**config.mk**
```make
export PLATFORM = sky130hd
export DESIGN_NAME = pll_capbank_cal_tmr_flat
export DESIGN_NICKNAME = d
export VERILOG_FILES = /design/src/rtl/pll_cal_pkg.sv /design/src/rtl/pll_capbank_cal_tmr_if.sv /design/src/rtl/pll_cal_sar_next.sv /design/src/rtl/pll_capbank_cal_tmr.sv /design/src/flat_wrapper.sv
export SDC_FILE = /design/constraint.sdc
export NUM_CORES = 1
export LEC_CHECK = 0
export BUFFER_PORTS_ARGS = -buffer_cell sky130_fd_sc_hd__buf_4
export CAP_MARGIN = 15
export CORE_UTILIZATION = 39
export CTS_CLUSTER_DIAMETER = 80
export DETAILED_ROUTE_END_ITERATION = 12
export PLACE_DENSITY_LB_ADDON = 0.08
export SLEW_MARGIN = 20
export SYNTH_ARGS = -nofsm -noshare
export SYNTH_HDL_FRONTEND = slang
export SYNTH_SLANG_ARGS = --single-unit
```
**constraint.sdc**
```tcl
create_clock -name clk -period 5 [get_ports clk]
set_clock_uncertainty 0.1 [all_clocks]
set_input_delay 0.25 -clock clk [delete_from_list [all_inputs] [get_ports clk]]
set_output_delay 0.25 -clock clk [all_outputs]
set_load 0.05 [all_outputs]
```
**src/rtl/pll_cal_pkg.sv**
```systemverilog
// Shared types and helpers for the triplicated PLL cap-bank calibration engine.
// Holds the state encoding, the mid-scale start code and the 2-of-3 voters.
package pll_cal_pkg;

   typedef enum logic [1:0] {
      IDLE     = 2'd0,
      SETTLE   = 2'd1,
      WAIT_CMP = 2'd2,
      DONE     = 2'd3
   } cal_state_e;

   localparam logic [5:0] CAL_MID_CODE = 6'b100000;
   localparam logic [2:0] CAL_TOP_BIT  = 3'd5;

   function automatic logic [1:0] maj3_w2(input logic [1:0] a, input logic [1:0] b,
                                          input logic [1:0] c);
      return (a & b) | (a & c) | (b & c);
   endfunction

   function automatic logic [2:0] maj3_w3(input logic [2:0] a, input logic [2:0] b,
                                          input logic [2:0] c);
      return (a & b) | (a & c) | (b & c);
   endfunction

   function automatic logic [5:0] maj3_w6(input logic [5:0] a, input logic [5:0] b,
                                          input logic [5:0] c);
      return (a & b) | (a & c) | (b & c);
   endfunction

endpackage

```
**src/rtl/pll_capbank_cal_tmr_if.sv**
```systemverilog
// Control, comparator and replicated-code signals of the cap-bank calibration engine.
// The engine takes the slave side; whoever drives start/comparator takes the master side.
interface pll_capbank_cal_tmr_if;
   logic       cal_en;
   logic       start;
   logic [5:0] manual_code;
   logic       cmp_valid;
   logic       vco_fast;
   logic [5:0] codeA;
   logic [5:0] codeB;
   logic [5:0] codeC;
   logic       busy;
   logic       done;
   logic       timeout_err;

   modport master (
      output cal_en, start, manual_code, cmp_valid, vco_fast,
      input  codeA, codeB, codeC, busy, done, timeout_err
   );

   modport slave (
      input  cal_en, start, manual_code, cmp_valid, vco_fast,
      output codeA, codeB, codeC, busy, done, timeout_err
   );
endinterface

```
**src/rtl/pll_cal_sar_next.sv**
```systemverilog
// Combinational next-state logic of the SAR search, evaluated once on the voted
// state/bit/code; its results are fanned out to every replica register.
module pll_cal_sar_next
   import pll_cal_pkg::*;
#(
   parameter int unsigned SETTLE_CYC  = 64,
   parameter int unsigned TIMEOUT_CYC = 4096,
   parameter int unsigned CNT_W       = 13
) (
   input  cal_state_e       state,
   input  logic [2:0]       bit_idx,
   input  logic [5:0]       code,
   input  logic [CNT_W-1:0] cnt,
   input  logic             cal_en,
   input  logic             start,
   input  logic [5:0]       manual_code,
   input  logic             cmp_valid,
   input  logic             vco_fast,
   output cal_state_e       state_d,
   output logic [2:0]       bit_d,
   output logic [5:0]       code_d,
   output logic [CNT_W-1:0] cnt_d,
   output logic             run_start,
   output logic             run_ok,
   output logic             run_tmo
);

   always_comb begin
      state_d   = state;
      bit_d     = bit_idx;
      code_d    = code;
      cnt_d     = cnt;
      run_start = 1'b0;
      run_ok    = 1'b0;
      run_tmo   = 1'b0;
      if (!cal_en) begin
         state_d = IDLE;
         bit_d   = CAL_TOP_BIT;
         code_d  = manual_code;
         cnt_d   = '0;
      end else begin
         unique case (state)
            IDLE, DONE: begin
               if (start) begin
                  state_d   = SETTLE;
                  bit_d     = CAL_TOP_BIT;
                  code_d    = CAL_MID_CODE;
                  cnt_d     = '0;
                  run_start = 1'b1;
               end
            end
            SETTLE: begin
               if (cnt == CNT_W'(SETTLE_CYC - 1)) begin
                  cnt_d   = '0;
                  state_d = WAIT_CMP;
               end else begin
                  cnt_d = cnt + CNT_W'(1);
               end
            end
            WAIT_CMP: begin
               // A verdict on the final timeout cycle still wins over the abort.
               if (cmp_valid) begin
                  cnt_d = '0;
                  if (!vco_fast) code_d[bit_idx] = 1'b0;
                  if (bit_idx != 3'd0) begin
                     code_d[bit_idx - 3'd1] = 1'b1;
                     bit_d                  = bit_idx - 3'd1;
                     state_d                = SETTLE;
                  end else begin
                     state_d = DONE;
                     run_ok  = 1'b1;
                  end
               end else if (cnt == CNT_W'(TIMEOUT_CYC - 1)) begin
                  cnt_d   = '0;
                  code_d  = CAL_MID_CODE;
                  state_d = DONE;
                  run_tmo = 1'b1;
               end else begin
                  cnt_d = cnt + CNT_W'(1);
               end
            end
            default: ;
         endcase
      end
   end

endmodule

```
**src/rtl/pll_capbank_cal_tmr.sv**
```systemverilog
// PLL VCO cap-bank SAR calibration with triplicated state/bit/code registers.
// Each replica reloads from the 2-of-3 vote, so a single upset clears on the next clock.
module pll_capbank_cal_tmr
   import pll_cal_pkg::*;
#(
   parameter int unsigned SETTLE_CYC  = 64,
   parameter int unsigned TIMEOUT_CYC = 4096,
   parameter int unsigned CNT_W       = 13
) (
   input logic                  clk,
   input logic                  rstn,
   pll_capbank_cal_tmr_if.slave cal
);

   cal_state_e       state_q_a, state_q_b, state_q_c;
   logic [2:0]       bit_q_a, bit_q_b, bit_q_c;
   logic [5:0]       code_q_a, code_q_b, code_q_c;
   logic [CNT_W-1:0] cnt_q;
   logic             busy_q, done_q, tmo_q;

   cal_state_e       state_v, state_d;
   logic [2:0]       bit_v, bit_d;
   logic [5:0]       code_v, code_d;
   logic [CNT_W-1:0] cnt_d;
   logic             run_start, run_ok, run_tmo;

   assign state_v = cal_state_e'(maj3_w2(state_q_a, state_q_b, state_q_c));
   assign bit_v   = maj3_w3(bit_q_a, bit_q_b, bit_q_c);
   assign code_v  = maj3_w6(code_q_a, code_q_b, code_q_c);

   pll_cal_sar_next #(
      .SETTLE_CYC  (SETTLE_CYC),
      .TIMEOUT_CYC (TIMEOUT_CYC),
      .CNT_W       (CNT_W)
   ) u_sar_next (
      .state       (state_v),
      .bit_idx     (bit_v),
      .code        (code_v),
      .cnt         (cnt_q),
      .cal_en      (cal.cal_en),
      .start       (cal.start),
      .manual_code (cal.manual_code),
      .cmp_valid   (cal.cmp_valid),
      .vco_fast    (cal.vco_fast),
      .state_d     (state_d),
      .bit_d       (bit_d),
      .code_d      (code_d),
      .cnt_d       (cnt_d),
      .run_start   (run_start),
      .run_ok      (run_ok),
      .run_tmo     (run_tmo)
   );

   always_ff @(posedge clk or negedge rstn) begin
      if (!rstn) begin
         state_q_a <= IDLE;
         state_q_b <= IDLE;
         state_q_c <= IDLE;
         bit_q_a   <= CAL_TOP_BIT;
         bit_q_b   <= CAL_TOP_BIT;
         bit_q_c   <= CAL_TOP_BIT;
         code_q_a  <= CAL_MID_CODE;
         code_q_b  <= CAL_MID_CODE;
         code_q_c  <= CAL_MID_CODE;
         cnt_q     <= '0;
         busy_q    <= 1'b0;
         done_q    <= 1'b0;
         tmo_q     <= 1'b0;
      end else begin
         state_q_a <= state_d;
         state_q_b <= state_d;
         state_q_c <= state_d;
         bit_q_a   <= bit_d;
         bit_q_b   <= bit_d;
         bit_q_c   <= bit_d;
         code_q_a  <= code_d;
         code_q_b  <= code_d;
         code_q_c  <= code_d;
         cnt_q     <= cnt_d;
         busy_q    <= (state_d == SETTLE) || (state_d == WAIT_CMP);
         if (run_start) begin
            done_q <= 1'b0;
            tmo_q  <= 1'b0;
         end
         if (run_ok) done_q <= 1'b1;
         if (run_tmo) begin
            done_q <= 1'b0;
            tmo_q  <= 1'b1;
         end
      end
   end

   assign cal.codeA       = code_q_a;
   assign cal.codeB       = code_q_b;
   assign cal.codeC       = code_q_c;
   assign cal.busy        = busy_q;
   assign cal.done        = done_q;
   assign cal.timeout_err = tmo_q;

endmodule

```
**src/flat_wrapper.sv**
```systemverilog
// flat-port wrapper written by rule: the top's interface ports become plain ports
module pll_capbank_cal_tmr_flat import pll_cal_pkg::*;
#(
   parameter int unsigned SETTLE_CYC  = 64,
   parameter int unsigned TIMEOUT_CYC = 4096,
   parameter int unsigned CNT_W       = 13
)
  (clk, rstn, cal_cal_en, cal_start, cal_manual_code, cal_cmp_valid, cal_vco_fast, cal_codeA, cal_codeB, cal_codeC, cal_busy, cal_done, cal_timeout_err);
  pll_capbank_cal_tmr_if cal_i ();
  input logic clk;
  input logic rstn;
  input wire logic [$bits(cal_i.cal_en)-1:0] cal_cal_en;
  input wire logic [$bits(cal_i.start)-1:0] cal_start;
  input wire logic [$bits(cal_i.manual_code)-1:0] cal_manual_code;
  input wire logic [$bits(cal_i.cmp_valid)-1:0] cal_cmp_valid;
  input wire logic [$bits(cal_i.vco_fast)-1:0] cal_vco_fast;
  output wire logic [$bits(cal_i.codeA)-1:0] cal_codeA;
  output wire logic [$bits(cal_i.codeB)-1:0] cal_codeB;
  output wire logic [$bits(cal_i.codeC)-1:0] cal_codeC;
  output wire logic [$bits(cal_i.busy)-1:0] cal_busy;
  output wire logic [$bits(cal_i.done)-1:0] cal_done;
  output wire logic [$bits(cal_i.timeout_err)-1:0] cal_timeout_err;
  assign cal_i.cal_en = cal_cal_en;
  assign cal_i.start = cal_start;
  assign cal_i.manual_code = cal_manual_code;
  assign cal_i.cmp_valid = cal_cmp_valid;
  assign cal_i.vco_fast = cal_vco_fast;
  assign cal_codeA = cal_i.codeA;
  assign cal_codeB = cal_i.codeB;
  assign cal_codeC = cal_i.codeC;
  assign cal_busy = cal_i.busy;
  assign cal_done = cal_i.done;
  assign cal_timeout_err = cal_i.timeout_err;
  pll_capbank_cal_tmr #(.SETTLE_CYC(SETTLE_CYC), .TIMEOUT_CYC(TIMEOUT_CYC), .CNT_W(CNT_W)) u_core (.clk(clk), .rstn(rstn), .cal(cal_i));
endmodule
```
# After elaboration in Yosys (flattened, before gate mapping)
# Index checks and enable logic that the tools add are counted.
word_totals:
  reg_bits: 27
  in_bits: 12
  output_inout_bits: 21
  wordCells: 88
classes:
  addsub: 2
  n_lt_le_gt_ge: 4
  eq_ne: 8
  muxes: 47
  n_bitwise: 12
  reduce_logical: 8
op_table:
  columns: ["operator", "n"]
  rows:
  - ["two-way mux 13 bit", 5]
  - ["two-way mux 6 bit", 9]
  - ["case mux 13 bit (3 select lines)", 1]
  - ["bitwise OR 6 bit", 3]
  - ["two-way mux 1 bit", 17]
  - ["adder 13 x 1 -> 13 bit (second input constant)", 1]
  - ["equality test 13 x 12 -> 1 bit (second input constant)", 1]
  - ["equality test 13 x 6 -> 1 bit (second input constant)", 1]
  - ["bitwise AND 6 bit", 2]
  - ["two-way mux 2 bit", 6]
  - ["two-way mux 3 bit", 4]
  - ["case mux 6 bit (2 select lines)", 1]
  - ["< comparator 3 x 4 -> 1 bit (second input constant)", 2]
  - ["demux 1 bit (select 3 bit)", 2]
  - ["equality test 2 bit (second input constant)", 3]
  - [">= comparator 3 x 1 -> 1 bit (second input constant)", 2]
  - ["inverter 6 bit", 1]
  - ["bitwise OR 3 bit", 2]
  - ["case mux 2 bit (3 select lines)", 1]
  - ["case mux 3 bit (2 select lines)", 1]
  - ["nonzero test 3 bit", 2]
  - ["equality test 2 x 1 -> 1 bit (second input constant)", 2]
  - ["bitwise OR 2 bit", 2]
  - ["bitwise AND 3 bit", 1]
  - ["8 further kinds", 9]

# Depth between registers and ports, before layout
depth:
  word_depth: 18
  mapped_depth: 9
  depth_no_buf: 7

# Cells and area by module
# From an unflattened synthesis, not the netlist that was laid out.
unflattened:
  cells_unflattened: 226
  area_unflattened_um2: 1898.1
modules_own_cells:
  columns: ["mod", "instances", "cells_each", "area_per_inst_um2", "seq_area_each_um2"]
  rows:
  - ["pll_cal_sar_next", 1, 181, 1089.8, 0.0]
  - ["pll_capbank_cal_tmr", 1, 45, 808.3, 679.4]

# Worst setup path before layout
# OpenSTA, ideal clock, no wires.
synth_timing:
  kind: "register to register"
  startpoint: "register u_core.bit_q_a[0]"
  endpoint: "register u_core.code_q_a[0], in the netlist u_core.cal.codeA[0]"
  setup_ns: 0.127
  arrival_time_ns: 2.016
  required_time_ns: 4.773
  path_slack_ns: 2.757
  stages_incl_launch_ff: 9
  n_path_buf: 1
  period_less_slack_ns: 2.243
  path_cell_list: "dfstp_2 clkbuf_1 inv_1 ha_1 and2_1 o21ai_0 o21ai_0 a221oi_1 nor2_1"
synth_between:
  elab_chain_len: 18
  elab_cells_between_ends: 26
  cone_classes: "add/sub (1); order compare (4); mux (12); bitwise (6); reduce/logical (3)"
synth_rtl:
  columns: ["element", "line_no", "source"]
  rows:
  - ["start: declaration", "pll_capbank_cal_tmr.sv:16", "logic [2:0] bit_q_a, bit_q_b, bit_q_c;"]
  - ["start signal: assignment", "pll_capbank_cal_tmr.sv:73", "bit_q_a <= bit_d;"]
  - ["bitwise AND 3 bit (*)", "pll_cal_pkg.sv:22", "return (a & b) | (a & c) | (b & c);"]
  - ["bitwise OR 3 bit", "pll_cal_pkg.sv:22", null]
  - ["bitwise OR 3 bit (*)", "pll_cal_pkg.sv:22", null]
  - ["< comparator 3 x 4 -> 1 bit (implied by the code) or >= comparator 3 x 1 -> 1 bit (tied branches)", "pll_cal_sar_next.sv:64", "if (!vco_fast) code_d[bit_idx] = 1'b0;"]
  - ["logical AND 1 bit (implied by the code)", "pll_cal_sar_next.sv:64", null]
  - ["two-way mux 1 bit (implied by the code)", "pll_cal_sar_next.sv:64", null]
  - ["demux 1 bit (select 3 bit)", "pll_cal_sar_next.sv:64", null]
  - ["inverter 6 bit (no line)", null, null]
  - ["(+2 left out)", null, null]
  - ["two-way mux 6 bit", "pll_cal_sar_next.sv:62", "if (cmp_valid) begin"]
  - ["two-way mux 6 bit", "pll_cal_sar_next.sv:42", "unique case (state)"]
  - ["two-way mux 6 bit", "pll_cal_sar_next.sv:36", "if (!cal_en) begin"]
  - ["bitwise OR 6 bit (no line)", null, null]
  - ["two-way mux 6 bit (*)", "pll_cal_sar_next.sv:65", "if (bit_idx != 3'd0) begin"]
  - ["two-way mux 6 bit (*)", "pll_cal_sar_next.sv:62", null]
  - ["case mux 6 bit (2 select lines) (*)", "pll_cal_sar_next.sv:42", null]
  - ["two-way mux 6 bit (*)", "pll_cal_sar_next.sv:36", null]
  - ["end signal: assignment", "pll_capbank_cal_tmr.sv:76", "code_q_a <= code_d;"]
  - ["end: declaration", "pll_capbank_cal_tmr.sv:17", "logic [5:0] code_q_a, code_q_b, code_q_c;"]
# Mark *: on every way between the ends. The rest lies on a longest branch, timed or not. The select of a mux whose other input is x is not followed.
# A chain may end at the register's enable or synchronous reset.

# Worst setup path after layout
layout_timing:
  startpoint: "register u_core.state_q_a[1]"
  endpoint: "register u_core.cnt_q[9]"
layout_between:
  elab_chain_len: 7
  elab_cells_between_ends: 11
  cone_classes: "eq/ne (4); mux (2); bitwise (3); reduce/logical (2)"
layout_rtl:
  columns: ["element", "line_no", "source"]
  rows:
  - ["start: declaration", "pll_capbank_cal_tmr.sv:15", "cal_state_e state_q_a, state_q_b, state_q_c;"]
  - ["start signal: assignment", "pll_capbank_cal_tmr.sv:70", "state_q_a <= state_d;"]
  - ["bitwise AND 2 bit (*)", "pll_cal_pkg.sv:17", "return (a & b) | (a & c) | (b & c);"]
  - ["bitwise OR 2 bit", "pll_cal_pkg.sv:17", null]
  - ["bitwise OR 2 bit (*)", "pll_cal_pkg.sv:17", null]
  - ["equality test 2 bit or logical NOT 2 bit (tied branches)", "pll_cal_sar_next.sv:42", null]
  - ["OR reduction 2 bit", "pll_cal_sar_next.sv:42", null]
  - ["case mux 13 bit (3 select lines)", "pll_cal_sar_next.sv:42", null]
  - ["two-way mux 13 bit", "pll_cal_sar_next.sv:36", null]
  - ["end signal: assignment", "pll_capbank_cal_tmr.sv:79", "cnt_q <= cnt_d;"]
  - ["end: declaration", "pll_capbank_cal_tmr.sv:18", "logic [CNT_W-1:0] cnt_q;"]
# Mark *: on every way between the ends. The rest lies on a longest branch, timed or not.

==> results.md <==
Setup path:
- STA classifies the critical path endpoint as a flop.
- For the worst setup path, the data arrival time is 2.79 ns.
- The data required time at the worst endpoint is between 5 and 6 ns.
- The maximum fanout along the worst path is 23.
- The category of the worst setup path launch point is a flop.
- The worst setup path is of the flop to flop kind.

Placed design:
- Routability-driven placement finished with a final weighted congestion of 0.878.
- Port buffering added 32 buffers.
- The standard cell area after detailed placement is ~2100 µm².
- The placed wire-length estimate is 3220 µm.
- Timing analysis after detailed placement gives a worst setup slack of 2.33 ns.
- Counting tap cells, the placed design contains a total of 303 instances.

Layout:
- The fraction of the core area covered by cells at the end of the flow is about 45%.
- The number of antenna diodes is 0.
- Once layout is complete, the cells apart from fillers number 308.
- Relative to the synthesized area, the layout overhead comes to 12.1%.
- The commonest non-fill, non-tap cell in the layout is sky130_fd_sc_hd__buf_4.
- Of the cells placed in the final design, the portion with a size suffix greater than 1 is 19.5%.
- The post-route cell area is between 2000 and 2500 µm².
- The number of nets in the finished design is roughly 260.
- The top cell types in the final layout, fill and taps aside, are sky130_fd_sc_hd__buf_4 (32), sky130_fd_sc_hd__dfrtp_1 (24), sky130_fd_sc_hd__nand2_1 (23).
- Fill cells in the final layout number 473.

STA:
- For the final routed database, the setup TNS stands at 0 ns.
- Setup repair after global routing left no endpoint under its margin.
- Based on the critical path, the design can be clocked at up to 373 MHz.
- The number of slew-limit violations in the final report is 0.
- The minimum period implied by the final worst setup slack is about 2.7 ns.
- Of the available clock period, the critical path in the final layout requires 53.7%.
- The number of endpoints with negative hold slack in the final report is 0.
- Setup violations remaining at the end of the flow were counted as 0.
- At the pin with the least slew margin, the transition time is 0.870 ns.
- The worst hold margin is 0.129 ns.
- Setup slack closes at 2.32 ns.
- In this run the tightest slew margin relative to its limit is about 42%.

Die:
- 33 I/O pins were placed.
- In this run the horizontal extent of the chip is 72.0 µm.
- The area of the core is 4720 µm².
- The number of rows in the core area is 25.
- The initial utilization of the core area, before any placement, comes to 40.5%.
- The die is 72.0 µm tall.
- The area enclosed by the die boundary is approximately 5200 µm².

Power and ir drop:
- IR analysis of the VDD net gives a maximum drop of about 140 µV.
- The total power is 0.750 mW.
- Per report_power, the clock group accounts for 17.2% of the total.
- In this run the power density over the cells is between 300 and 400 nW/µm².
- The analysis attributes to net switching a power of 0.344 mW.
- Per report_power, the combinational group accounts for 44.9% of the total.
- The design internal power is 0.406 mW.
- The share of total power dissipated in sequential elements is ~38%.
- Summed over all cells, the static leakage comes to 0.903 nW.
- The share of total power consumed by net switching is 45.8%.

Detailed routing:
- The first detailed-routing pass ran for 4 iterations.
- The post-route DRC violation count is 0.
- In this run the remaining antenna-violating nets after routing total 0.
- The detailed router finished its first iteration with 112 violations.
- The average wire per standard cell is between 10 and 15 µm.
- Summing over every cut layer, the via total after detailed routing is approximately 1700.
- Dividing the detail-routed via count by the number of cells gives 5.62.
- Summed over all layers, the routed wires come to between 4000 and 5000 µm.

Yosys:
- The most common flop cell mapped by yosys is sky130_fd_sc_hd__dfrtp_1.
- Dividing the synthesized area by the synthesized cell count gives 8.34 µm².
- Synthesis inferred 27 register bits.
- The synthesized netlist net count is 246.
- During synthesis, Yosys emitted a total of 0 warnings.
- After technology mapping, the gate count stands at about 230.
- After synthesis, the netlist uses 50 different library cells.
- For this run, the register share of the synthesized area comes to 35.6%.
- The synthesized design spends more area on one cell type than any other, namely sky130_fd_sc_hd__dfrtp_1.
- The number of flops mapped to enable cells by yosys is 0.
- The share of synthesized registers carrying an async set or reset is 100%.
- The area of the mapped netlist is 1910 µm².
- After synthesis, the cell types taking the most area are sky130_fd_sc_hd__dfrtp_1 (31%), sky130_fd_sc_hd__o21ai_0 (5.2%), sky130_fd_sc_hd__buf_4 (4.7%).
- After synthesis, the largest area contributor takes up 31.4% of total cell area.

Clocking:
- The worst-case clock buffer depth is 2.
- Clock-pin slew was measured on the worst setup and hold paths at about 0.10 ns.
- The number of hold buffers added after CTS is 1.
- TritonCTS built the clock tree.
- The sink count of the clock tree is 27.
- CTS built an H-tree with a depth of 1.
- The clock tree root buffer cell is sky130_fd_sc_hd__clkbuf_8.
- For the worst-skew pair, the clock arrives at the later sink with an insertion delay of 0.27 ns.
- The number of CTS-inserted buffers is 3.
- The number of setup buffers added after CTS is 0.
- The number of gates given a new drive strength after cts is 0.

Global routing:
- The overall track demand over capacity in global routing is 17.6%.
- The met3 layer usage reported by global route is 1.81%.
- The largest net degree at the start of global routing is 28.
- The initial antenna violation count was 0.
- The global-route congestion overflow total is 0.
- The wire length of the first global-routing pass is 7410 µm.
- The routing usage on met1 is 24.6%.
- The number of global-route vias before repair is around 1600.
- The global-route track usage on met2 is 28.7%.
- The most used routing layer is met2.

Min path:
- The worst min-delay path class is primary input to flop.

Run:
- Across the run, the number of max-cap violations was 0.

Outcome:
- The run finished with clean final reports.
## power groups by stage
| stage | registers (mW) | logic [mW] | clock network [mW] |
|---|---|---|---|
| after global placement | 0.289 | 0.338 | 0 |
| after CTS | 0.284 | 0.338 | 0.136 |
| after detailed placement | 0.289 | 0.337 | 0 |
| after global routing | 0.291 | 0.363 | 0.142 |
| after floorplan | 0.320 | 0.239 | 0 |
| final | 0.284 | 0.337 | 0.129 |
## worst max-delay path, stage by stage (launching register included)
cell,delay (ns)
sky130_fd_sc_hd__dfrtp_1,0.42
sky130_fd_sc_hd__inv_1,0.08
sky130_fd_sc_hd__ha_1,0.30
sky130_fd_sc_hd__nand2_1,0.24
sky130_fd_sc_hd__or2_2,0.35
sky130_fd_sc_hd__o22ai_2,0.72
sky130_fd_sc_hd__a41oi_1,0.21
sky130_fd_sc_hd__a31oi_1,0.17
## cell type report
type	instances	area [µm²]	area share, %
repair buffers	33	250	11.7
well taps	67	83.8	3.91
clock inverters	1	7.51	0.350
flip-flops and latches	27	679	31.7
clock buffers	3	41.3	1.93
multi-input cells	164	1030	48.1
inverters	13	48.8	2.28
## kinds of logic after synthesis
group | synth area share (%)
buf+inv | 10.5
simple gates | 22.1
fa+ha+maj | 3.27
compound gates | 28.6
flops | 35.6
## layer usage
layer / share of wire (%) / wire length [µm]
met3: 2.2 / 95
met4: 1.7 / 74
met5: 0 / 0
met1: 49 / 2170
met2: 47 / 2070
## synth_stat cells (all sizes together), types with 2 or more instances
cell,instances
a21boi,2
a21oi,17
a221oi,4
a31oi,10
a41oi,4
and3,4
buf,17
clkbuf,8
dfrtp,24
dfstp,3
ha,5
inv,13
nand2,23
nand2b,3
nand3,9
nand4,2
nor2,13
nor2b,2
nor3,8
o21ai,23
o221ai,2
o22ai,8
o31ai,3
or2,2
or4b,2
## state kept, by name, summed over array words and instances, names as in the netlist
signal,cells
u_core.bit_q_a,3
u_core.cal.busy,1
u_core.cal.codeA,6
u_core.cal.done,1
u_core.cal.timeout_err,1
u_core.cnt_q,13
u_core.state_q_a,2
## final timing paths
| check | slack [ns] | cells after the start | to | from |
|---|---|---|---|---|
| setup / recovery | 2.32 | 7 | u_core.cnt_q[9]$_DFFE_PN0P_ | u_core.state_q_a[1]$_DFF_PN0_ |
| hold / removal | 0.13 | 3 | u_core.cal.codeA[1]$_DFFE_PN0P_ | cal_manual_code[1] |
| setup reg to reg | 2.32 | 7 | u_core.cnt_q[9]$_DFFE_PN0P_ | u_core.state_q_a[1]$_DFF_PN0_ |
| hold reg to reg | 0.44 | 1 | u_core.cal.timeout_err$_DFFE_PN0P_ | u_core.cal.timeout_err$_DFFE_PN0P_ |
| max in group asynchronous | 4.16 | 2 | u_core.bit_q_a[2]$_DFFE_PN1P_ | rstn |
| min in group asynchronous | 0.32 | 2 | u_core.cnt_q[3]$_DFFE_PN0P_ | rstn |
Note: power is estimated with default switching activity, not from simulation.
